===== src/rtl/sdram_port_arbiter.sv =====
// Arbitrates the single SDRAM controller port between the line-capture writer and
// the VGA scan-out reader, sequencing each transaction and aborting on a hung controller.
module sdram_port_arbiter #(
   parameter int MAX_RD_RUN = 8,
   parameter int TIMEOUT    = 255,
   parameter int TO_W       = 8
) (
   input  logic        clk25,
   input  logic        rst_n,
   input  logic        rq_rd_req,
   input  logic [21:0] rq_rd_addr,
   output logic        rq_rd_ack,
   output logic [15:0] rq_rd_data,
   input  logic        rq_wr_req,
   input  logic [21:0] rq_wr_addr,
   input  logic [15:0] rq_wr_data,
   output logic        rq_wr_ack,
   output logic [21:0] rd_addr,
   output logic        rd_enable,
   input  logic [15:0] rd_data,
   input  logic        rd_ready,
   output logic [21:0] wr_addr,
   output logic [15:0] wr_data,
   output logic        wr_enable,
   input  logic        busy,
   output logic        timeout_err,
   output logic [2:0]  state_dbg
);

   localparam logic [2:0] ST_IDLE     = 3'd0;
   localparam logic [2:0] ST_RD_ISSUE = 3'd1;
   localparam logic [2:0] ST_RD_WAIT  = 3'd2;
   localparam logic [2:0] ST_WR_ISSUE = 3'd3;
   localparam logic [2:0] ST_WR_WAIT  = 3'd4;
   localparam logic [2:0] ST_GAP      = 3'd5;

   localparam int RUN_W = $clog2(MAX_RD_RUN + 1);

   localparam logic [RUN_W-1:0] RUN_ZERO = {RUN_W{1'b0}};
   localparam logic [RUN_W-1:0] RUN_ONE  = RUN_W'(1);
   localparam logic [RUN_W-1:0] RUN_MAX  = RUN_W'(MAX_RD_RUN);
   localparam logic [TO_W-1:0]  TO_ZERO  = {TO_W{1'b0}};
   localparam logic [TO_W-1:0]  TO_ONE   = TO_W'(1);
   localparam logic [TO_W-1:0]  TO_MAX   = TO_W'(TIMEOUT);

   logic [2:0]       state_q, state_d;
   logic [RUN_W-1:0] run_q, run_d;
   logic [TO_W-1:0]  to_cnt_q, to_cnt_d;
   logic             rd_en_q, rd_en_d;
   logic             wr_en_q, wr_en_d;
   logic [21:0]      rd_addr_q, rd_addr_d;
   logic [21:0]      wr_addr_q, wr_addr_d;
   logic [15:0]      wr_data_q, wr_data_d;
   logic [15:0]      rd_data_q, rd_data_d;
   logic             rd_ack_q, rd_ack_d;
   logic             wr_ack_q, wr_ack_d;
   logic             to_err_q, to_err_d;

   logic [TO_W-1:0]  to_inc_s;
   logic             to_hit_s;
   logic             rd_grant_s;

   // The counter value after this cycle; reaching TIMEOUT means the transaction is abandoned.
   assign to_inc_s   = to_cnt_q + TO_ONE;
   assign to_hit_s   = (to_inc_s == TO_MAX);
   assign rd_grant_s = rq_rd_req && (!rq_wr_req || (run_q < RUN_MAX));

   // Next-state and output decode for the arbitration and transaction sequencer.
   always_comb begin
      state_d   = state_q;
      run_d     = run_q;
      to_cnt_d  = to_cnt_q;
      rd_en_d   = rd_en_q;
      wr_en_d   = wr_en_q;
      rd_addr_d = rd_addr_q;
      wr_addr_d = wr_addr_q;
      wr_data_d = wr_data_q;
      rd_data_d = rd_data_q;
      rd_ack_d  = 1'b0;
      wr_ack_d  = 1'b0;
      to_err_d  = to_err_q;
      case (state_q)
         ST_IDLE: begin
            to_cnt_d = TO_ZERO;
            if (busy) begin
               state_d = ST_IDLE;
            end else if (rd_grant_s) begin
               rd_addr_d = rq_rd_addr;
               rd_en_d   = 1'b1;
               state_d   = ST_RD_ISSUE;
               if (rq_wr_req) begin
                  run_d = run_q + RUN_ONE;
               end else begin
                  run_d = RUN_ZERO;
               end
            end else if (rq_wr_req) begin
               wr_addr_d = rq_wr_addr;
               wr_data_d = rq_wr_data;
               wr_en_d   = 1'b1;
               run_d     = RUN_ZERO;
               state_d   = ST_WR_ISSUE;
            end else begin
               state_d = ST_IDLE;
            end
         end
         ST_RD_ISSUE: begin
            // Early data completes the read even before busy has been seen.
            if (rd_ready) begin
               rd_en_d   = 1'b0;
               rd_data_d = rd_data;
               rd_ack_d  = 1'b1;
               state_d   = ST_GAP;
            end else if (busy) begin
               rd_en_d  = 1'b0;
               to_cnt_d = TO_ZERO;
               state_d  = ST_RD_WAIT;
            end else if (to_hit_s) begin
               rd_en_d   = 1'b0;
               rd_data_d = 16'h0000;
               rd_ack_d  = 1'b1;
               to_err_d  = 1'b1;
               state_d   = ST_GAP;
            end else begin
               to_cnt_d = to_inc_s;
            end
         end
         ST_RD_WAIT: begin
            if (rd_ready) begin
               rd_data_d = rd_data;
               rd_ack_d  = 1'b1;
               state_d   = ST_GAP;
            end else if (to_hit_s) begin
               rd_data_d = 16'h0000;
               rd_ack_d  = 1'b1;
               to_err_d  = 1'b1;
               state_d   = ST_GAP;
            end else begin
               to_cnt_d = to_inc_s;
            end
         end
         ST_WR_ISSUE: begin
            if (busy) begin
               wr_en_d  = 1'b0;
               wr_ack_d = 1'b1;
               to_cnt_d = TO_ZERO;
               state_d  = ST_WR_WAIT;
            end else if (to_hit_s) begin
               wr_en_d  = 1'b0;
               wr_ack_d = 1'b1;
               to_err_d = 1'b1;
               state_d  = ST_GAP;
            end else begin
               to_cnt_d = to_inc_s;
            end
         end
         ST_WR_WAIT: begin
            // The writer was already acknowledged when busy first rose.
            if (!busy) begin
               state_d = ST_GAP;
            end else if (to_hit_s) begin
               to_err_d = 1'b1;
               state_d  = ST_GAP;
            end else begin
               to_cnt_d = to_inc_s;
            end
         end
         ST_GAP: begin
            to_cnt_d = TO_ZERO;
            state_d  = ST_IDLE;
         end
         default: begin
            rd_en_d  = 1'b0;
            wr_en_d  = 1'b0;
            to_cnt_d = TO_ZERO;
            state_d  = ST_IDLE;
         end
      endcase
   end

   // State and registered outputs with synchronous active-low reset.
   always_ff @(posedge clk25) begin
      if (!rst_n) begin
         state_q   <= ST_IDLE;
         run_q     <= RUN_ZERO;
         to_cnt_q  <= TO_ZERO;
         rd_en_q   <= 1'b0;
         wr_en_q   <= 1'b0;
         rd_addr_q <= 22'h000000;
         wr_addr_q <= 22'h000000;
         wr_data_q <= 16'h0000;
         rd_data_q <= 16'h0000;
         rd_ack_q  <= 1'b0;
         wr_ack_q  <= 1'b0;
         to_err_q  <= 1'b0;
      end else begin
         state_q   <= state_d;
         run_q     <= run_d;
         to_cnt_q  <= to_cnt_d;
         rd_en_q   <= rd_en_d;
         wr_en_q   <= wr_en_d;
         rd_addr_q <= rd_addr_d;
         wr_addr_q <= wr_addr_d;
         wr_data_q <= wr_data_d;
         rd_data_q <= rd_data_d;
         rd_ack_q  <= rd_ack_d;
         wr_ack_q  <= wr_ack_d;
         to_err_q  <= to_err_d;
      end
   end

   assign rq_rd_ack   = rd_ack_q;
   assign rq_rd_data  = rd_data_q;
   assign rq_wr_ack   = wr_ack_q;
   assign rd_addr     = rd_addr_q;
   assign rd_enable   = rd_en_q;
   assign wr_addr     = wr_addr_q;
   assign wr_data     = wr_data_q;
   assign wr_enable   = wr_en_q;
   assign timeout_err = to_err_q;
   assign state_dbg   = state_q;

endmodule


===== config.mk =====
export PLATFORM = sky130hd
export DESIGN_NAME = sdram_port_arbiter
export DESIGN_NICKNAME = d
export VERILOG_FILES = /design/src/rtl/sdram_port_arbiter.sv
export SDC_FILE = /design/constraint.sdc
export NUM_CORES = 1
export LEC_CHECK = 0
export BUFFER_PORTS_ARGS = -buffer_cell sky130_fd_sc_hd__buf_2
export CAP_MARGIN = 20
export CORE_MARGIN = 2
export CORE_UTILIZATION = 35
export CTS_CLUSTER_DIAMETER = 40
export DETAILED_ROUTE_END_ITERATION = 10
export GPL_TIMING_DRIVEN = 0
export PLACE_DENSITY_LB_ADDON = 0.08
export REMOVE_ABC_BUFFERS = 1
export SLEW_MARGIN = 40
export SYNTH_ARGS = -nofsm -noshare
export SYNTH_HDL_FRONTEND = slang
export SYNTH_SLANG_ARGS = --single-unit

===== constraint.sdc =====
create_clock -name clk25 -period 2.1 [get_ports clk25]
set_input_delay 0.21 -clock clk25 [delete_from_list [all_inputs] [get_ports clk25]]
set_output_delay 0.21 -clock clk25 [all_outputs]
set_load 0.02 [all_outputs]

== After elaboration in Yosys (flattened, before gate mapping) ==
Cells that the tools add are included.

* $add $sub $neg: 2
* $mul: 0
* Div/mod/pow operators: 0
* Magnitude comparators: 1
* Eq/ne operators: 16
* Shifts and indexed selects: 0
* Multiplexer cells: 46
* Bitwise logic cells: 4
* Reductions and logical operators: 18

{| class="wikitable"
|+ Operators by type and width
! kind !! count
|-
| 16-bit two-way mux || 4
|-
| 8-bit two-way mux || 5
|-
| 16-bit case mux with 2 select lines || 1
|-
| 8-bit case mux with 4 select lines || 1
|-
| 1-bit two-way mux || 18
|-
| 3-bit two-way mux || 6
|-
| 3-bit case mux with 5 select lines || 1
|-
| 2-bit != test (second input constant) || 7
|-
| 4-bit two-way mux || 3
|-
| 4-bit AND reduction || 3
|-
| 3-bit AND reduction || 3
|-
| 8-bit by 1-bit adder with 8-bit output (second input constant) || 1
|-
| 8-bit == test (second input constant) || 1
|-
| 4-bit OR reduction || 2
|-
| 3-bit by 2-bit == test with 1-bit output (second input constant) || 2
|-
| 3-bit == test (second input constant) || 2
|-
| 2-bit two-way mux || 3
|-
| 3-bit != test (second input constant) || 2
|-
| 1-bit case mux with 3 select lines || 2
|-
| 5-bit AND reduction || 1
|-
| 4-bit by 1-bit adder with 4-bit output (second input constant) || 1
|-
| 4-bit less-than comparator (second input constant) || 1
|-
| 4-bit != test (second input constant) || 1
|-
| 1-bit inverter || 4
|-
| other kinds (10) || 12
|}

* Bits in registers: 96
* Bits in latches: 0
* Memory bits (writable): 0
* Memory bits (read-only): 0
* Output and inout bits: 84
* Memories: 0

== Depth between registers and ports, before layout ==
* Depth after elaboration: 6
* Depth in mapped cells: 8
* Depth with buffers taken out: 6

== Worst setup path before layout ==
Ideal clock, no wire load.

* Path type: reg-to-reg
* Start point: register state_q[1] (netlist: state_dbg[1])
* End point: register wr_addr_q[10] (netlist: wr_addr[10])
* Library setup time: 0.132 ns
* Data arrival time: 1.604 ns
* Required time: 1.968 ns
* Setup slack: 0.363 ns
* Cell stages (with the launch flop): 9
* Period minus slack after synthesis: 1.737 ns
* Cells stage by stage: dfxtp_1 > buf_4 > nor4_4 > nand2_1 > or2_1 > buf_4 > buf_6 > nand2_1 > a21oi_1

* Longest elaborated chain between the ends: 2

{| class="wikitable"
|+ RTL lines
! item !! RTL line !! RTL
|-
| start, declared || 46 || <nowiki>logic [2:0] state_q, state_d;</nowiki>
|-
| start signal, assigned || 196 || <nowiki>state_q <= state_d;</nowiki>
|-
| 3-bit logical NOT || 82 || <nowiki>case (state_q)</nowiki>
|-
| 4-bit AND reduction (no source line) || -- ||
|-
| end signal, assigned || 202 || <nowiki>wr_addr_q <= wr_addr_d;</nowiki>
|-
| end, declared || 52 || <nowiki>logic [21:0] wr_addr_q, wr_addr_d;</nowiki>
|}

Every way passes these cells.
A chain may end at the register's enable or synchronous reset.

== Final worst setup path ==
* Start point: register to_cnt_q[0]
* End point: register rd_data_q[7] (netlist: rq_rd_data[7])

* Longest elaborated chain between the ends: 6

{| class="wikitable"
|+ RTL lines
! item !! RTL line !! RTL
|-
| start, declared || 48 || <nowiki>logic [TO_W-1:0] to_cnt_q, to_cnt_d;</nowiki>
|-
| start signal, assigned || 198 || <nowiki>to_cnt_q <= to_cnt_d;</nowiki>
|-
| 8-bit by 1-bit adder with 8-bit output * || 64 || <nowiki>assign to_inc_s = to_cnt_q + TO_ONE;</nowiki>
|-
| 8-bit == test * || 65 || <nowiki>assign to_hit_s = (to_inc_s == TO_MAX);</nowiki>
|-
| 16-bit two-way mux * || -- ||
|-
| 16-bit two-way mux (2 in series) || -- ||
|-
| 16-bit case mux with 2 select lines * || -- ||
|-
| end signal, assigned || 204 || <nowiki>rd_data_q <= rd_data_d;</nowiki>
|-
| end, declared || 54 || <nowiki>logic [15:0] rd_data_q, rd_data_d;</nowiki>
|}

Every way passes the cells marked *; elsewhere a longest branch is shown, timed or not. The select of a mux whose other input is x is not followed.

==> impl_results.html <==
<table>
<tr><th>Metric</th><th>Value</th></tr>
<tr><th colspan="2">Critical path</th></tr>
<tr><td>Cell chain of the critical path</td><td>ha_1 &gt; xor2_1 &gt; nand2b_1 &gt; o31a_1 &gt; o21ai_0 &gt; a21oi_1</td></tr>
<tr><td>Flop2flop setup slack</td><td>0.24 ns</td></tr>
<tr><td>Buffer and inverter count on the worst path</td><td>0</td></tr>
<tr><td>Data arrival time of the worst path</td><td>2.10 ns</td></tr>
<tr><td>Startpoint of the worst-slack reg-to-reg timing path</td><td>to_cnt_q[0]$_SDFFE_PN0P_</td></tr>
<tr><td>Depth of the worst register-to-register path</td><td>6</td></tr>
<tr><td>Critical path's top delay family</td><td>compound AO/OA/AOI/OAI gates</td></tr>
<tr><td>Critical path origin</td><td>to_cnt_q[0]$_SDFFE_PN0P_</td></tr>
<tr><td>Largest fanout of any net on the critical path</td><td>18</td></tr>
<tr><td>R2R Path End</td><td>rq_rd_data[7]$_SDFFE_PN0P_</td></tr>
<tr><td>Crit path max-delay cell type</td><td>o31a_1</td></tr>
<tr><td>Critical Path Start Type</td><td>register</td></tr>
<tr><td>Slowest stage delay, CP</td><td>0.49 ns</td></tr>
<tr><td>Worst Path Class, Setup</td><td>reg -&gt; reg</td></tr>
<tr><td>Crit. path cell count</td><td>6</td></tr>
<tr><td>Endpoint kind of the worst setup timing path</td><td>register</td></tr>
<tr><td>Critical path required time</td><td>2.34 ns</td></tr>
<tr><th colspan="2">CTS</th></tr>
<tr><td>Clk Tree Root Cell</td><td>clkbuf_8</td></tr>
<tr><td>H-tree Lvls</td><td>3</td></tr>
<tr><td>Maximum clock path buffer count</td><td>2</td></tr>
<tr><td>Post-cts hold buffer count</td><td>0</td></tr>
<tr><td>Clock insertion delay at the later pin of the skew report</td><td>0.36 ns</td></tr>
<tr><td>CTS buffer count</td><td>9</td></tr>
<tr><td>Clock tree from TritonCTS</td><td>done</td></tr>
<tr><td>Clock sink count</td><td>96</td></tr>
<tr><td>Clock transition at the register clock pins on the worst setup and hold paths after CTS</td><td>0.10 ns</td></tr>
<tr><th colspan="2">Synth</th></tr>
<tr><td>Cell count after synthesis</td><td>467</td></tr>
<tr><td>Avg Cell Area, Syn</td><td>8.04 sq um</td></tr>
<tr><td>Post-synth cell types</td><td>42</td></tr>
<tr><td>Register bit total from synthesis</td><td>96</td></tr>
<tr><td>Fraction of registers with async set or reset after synthesis</td><td>0</td></tr>
<tr><td>Sequential area share after synthesis</td><td>0.512</td></tr>
<tr><td>Post-synth EDFFs</td><td>0</td></tr>
<tr><td>Count of synthesis-stage warnings from yosys</td><td>0</td></tr>
<tr><td>Syn Std Cell Area</td><td>3760 sq um</td></tr>
<tr><td>Flip-flop cell with the highest count after synthesis</td><td>dfxtp_1</td></tr>
<tr><th colspan="2">Drt</th></tr>
<tr><td>Vias per std cell</td><td>4.76</td></tr>
<tr><td>Routed length per placed instance</td><td>13.0 um</td></tr>
<tr><td>Total vias in the final route</td><td>3,626</td></tr>
<tr><td>Initial DRC count</td><td>184</td></tr>
<tr><td>DRC violations left</td><td>0</td></tr>
<tr><td>Total iterations of the first detailed-routing run</td><td>4</td></tr>
<tr><td>Wire length reported by the detailed router</td><td>9860 um</td></tr>
<tr><td>Remaining antenna violation count after routing</td><td>0</td></tr>
<tr><th colspan="2">Die</th></tr>
<tr><td>Initial Util</td><td>0.362</td></tr>
<tr><td>Full die area</td><td>11,600 sq um</td></tr>
<tr><td>Die height</td><td>108 um</td></tr>
<tr><td>Placeable core area</td><td>10,400 sq um</td></tr>
<tr><td>Floorplan die width</td><td>108 um</td></tr>
<tr><td>Count of boundary I/O pins</td><td>166</td></tr>
<tr><td>Placement row count</td><td>37</td></tr>
<tr><th colspan="2">Placement</th></tr>
<tr><td>HPWL Detailed</td><td>6770 um</td></tr>
<tr><td>Placement Setup Slack</td><td>-0.0530 ns</td></tr>
<tr><td>Placed Cells incl. Taps</td><td>743</td></tr>
<tr><td>Final GP Congestion</td><td>0.803</td></tr>
<tr><td>Area after detailed placement</td><td>4690 sq um</td></tr>
<tr><td>Total of buffers placed on input and output ports</td><td>165</td></tr>
<tr><th colspan="2">Power</th></tr>
<tr><td>Worst vdd rail ir drop</td><td>378 uV</td></tr>
<tr><td>Static Leak</td><td>2.15 nW</td></tr>
<tr><td>PD cells</td><td>809 nW/um^2</td></tr>
<tr><th colspan="2">Hold path</th></tr>
<tr><td>Endpoint with the worst hold slack</td><td>rd_addr[13]$_SDFFE_PN0P_</td></tr>
<tr><td>Classification of the worst-slack hold path</td><td>in -&gt; reg</td></tr>
<tr><td>Hold Path Origin</td><td>rq_rd_addr[13]</td></tr>
<tr><td>Cells on Worst Hold Path</td><td>3</td></tr>
<tr><th colspan="2">Cells and area</th></tr>
<tr><td>Fraction of final layout cells with drive strength greater than 1</td><td>0.317</td></tr>
<tr><td>Final standard cell area without fillers</td><td>4930 sq um</td></tr>
<tr><td>Area overhead of the layout relative to synthesis</td><td>31.3%</td></tr>
<tr><td>Number of non-filler instances in the completed layout</td><td>761</td></tr>
<tr><td>Core occupancy in the finished layout</td><td>0.476</td></tr>
<tr><td>Final nets</td><td>706</td></tr>
<tr><td>Count of antenna diodes in the layout</td><td>0</td></tr>
<tr><th colspan="2">STA</th></tr>
<tr><td>Max frequency</td><td>0.537 GHz</td></tr>
<tr><td>RSZ-0062 raised after global routing</td><td>false</td></tr>
<tr><td>Final critical path time including I/O delays and setup</td><td>1.86 ns</td></tr>
<tr><td>Final worst setup slack</td><td>0.239 ns</td></tr>
<tr><td>Final hold violation count</td><td>0</td></tr>
<tr><td>Rel. slew slack</td><td>0.537</td></tr>
<tr><td>Skew final</td><td>0.0131 ns</td></tr>
<tr><td>Final setup violating endpoints</td><td>0</td></tr>
<tr><td>Final Slew Violations</td><td>0</td></tr>
<tr><td>Worst Tran Pin Value</td><td>0.694 ns</td></tr>
<tr><td>Portion of the clock cycle consumed by the worst path in the final layout</td><td>0.886</td></tr>
<tr><th colspan="2">Global route</th></tr>
<tr><td>Vias in the first global route</td><td>3,332</td></tr>
<tr><td>Largest net degree at the start of global routing</td><td>53</td></tr>
<tr><td>First-pass GRT wire length</td><td>15,400 um</td></tr>
<tr><td>Total gr overflow</td><td>0</td></tr>
<tr><td>Total GRT Usage</td><td>0.165</td></tr>
<tr><td>Number of antenna violations at the first check in global routing</td><td>0</td></tr>
<tr><th colspan="2">Flow run</th></tr>
<tr><td>Maximum capacitance violations</td><td>0</td></tr>
<tr><th colspan="2">Run status</th></tr>
<tr><td>Result of the run</td><td>finished, final reports clean</td></tr>
</table>
## through the flow
| step | hold WS, ns | power (mW) | TNS, ns |
|---|---|---|---|
| final | 0.0768 | 3.99 | 0 |
| after global routing | 0.0589 | 4.20 | 0 |
| after CTS | 0.0621 | 4.03 | 0 |
| after detailed placement | 0.439 | 2.72 | -0.0751 |
| after global placement | 0.434 | 2.69 | -72.46 |
| after floorplan | 0.332 | 2.43 | -18.36 |
## cells in the mapped netlist, types with 2 or more instances
cell type  number  area share
buf_2           9       0.012
and2_1          2      0.0033
buf_4           3      0.0060
a31oi_1         2      0.0033
nand3_1         7      0.0093
nand2_1       151        0.15
nor2b_1         2      0.0033
o22ai_1         3      0.0050
and3_1          4      0.0067
inv_1           6      0.0060
xor2_1          6       0.014
a21oi_1        88        0.12
buf_6           3      0.0090
nor3_1          4      0.0053
clkbuf_1       13       0.013
nor2_1         10       0.010
nand4_1         4      0.0067
o21ai_0        25       0.033
ha_1            3       0.010
nand2b_1        5      0.0083
dfxtp_1        96        0.51
## placed cells by master, fill, tap and decap left out, types with 2 or more instances in the layout
cell type / instances
a21oi_1: 88
a31oi_1: 2
and2_1: 2
and3_1: 4
buf_16: 2
buf_2: 165
buf_4: 3
bufinv_16: 2
clkbuf_8: 9
dfxtp_1: 94
dfxtp_2: 2
ha_1: 3
inv_1: 5
nand2_1: 150
nand2b_1: 5
nand3_1: 7
nand4_1: 4
nor2_1: 9
nor2b_1: 2
nor3_1: 4
o21ai_0: 25
o22ai_1: 3
xor2_1: 6
## worst max-delay path by stage
| stage | to | slack (ns) |
|---|---|---|
| after global routing | rq_rd_data[7]$_SDFFE_PN0P_ | 0.04 |
| after global placement | wr_addr[0]$_SDFFE_PN0P_ | -1.35 |
| after CTS | wr_addr[4]$_SDFFE_PN0P_ | 0.03 |
| final | rq_rd_data[7]$_SDFFE_PN0P_ | 0.24 |
| after floorplan | wr_addr[0]$_SDFFE_PN0P_ | -0.46 |
| after detailed placement | to_cnt_q[6]$_SDFFE_PN0P_ | -0.05 |
## metal layers
layer / wire, um / GRT usage / up-vias
met5: 0 / 0 / -
met4: 143 / 0.0549 / 0
met3: 710 / 0.0466 / 16
met2: 4460 / 0.267 / 108
met1: 4540 / 0.212 / 1636
li1: - / - / 1866
## state kept, by name (all words and copies together), names as in the netlist, 3 cells and up
| signal | flops |
|---|---|
| wr_data | 16 |
| run_q | 4 |
| wr_addr | 22 |
| to_cnt_q | 8 |
| state_dbg | 3 |
| rq_rd_data | 16 |
| rd_addr | 22 |
## power breakdown
group / internal [mW] / switching [mW]
Clock: 0.668 / 0.637
Combinational: 0.257 / 0.432
Sequential: 1.92 / 0.0756
## layout make-up
class                   count  area, sq um
well taps                 136          170
flip-flops and latches     96         1920
repair buffers            171          923
clock inverters             5         81.3
clock buffers              10          128
multi-input cells         337         1680
inverters                   6         25.0
fillers                  1071         5440
## repair_timing
item,CTS,global route
endpoints found under the hold margin,0,0
pin swaps,0,1
setup endpoints to repair,2,55
setup buffers,0,3
resized for setup,1,4
## cells by family after synthesis
family | count (synthesis) | share of synthesized area
simple gates | 199 | 0.230
compound gates | 128 | 0.184
flops | 96 | 0.512
buf+inv | 34 | 0.0460
xor+xnor | 7 | 0.0183
fa+ha+maj | 3 | 0.00999
## tightest hold or removal path, delay by kind of cell
kind	cells	cell delay (ns)
buf+inv	1	0.09
compound gates	1	0.05
simple gates	1	0.04
No activity file was read; power rests on OpenSTA's default activity.
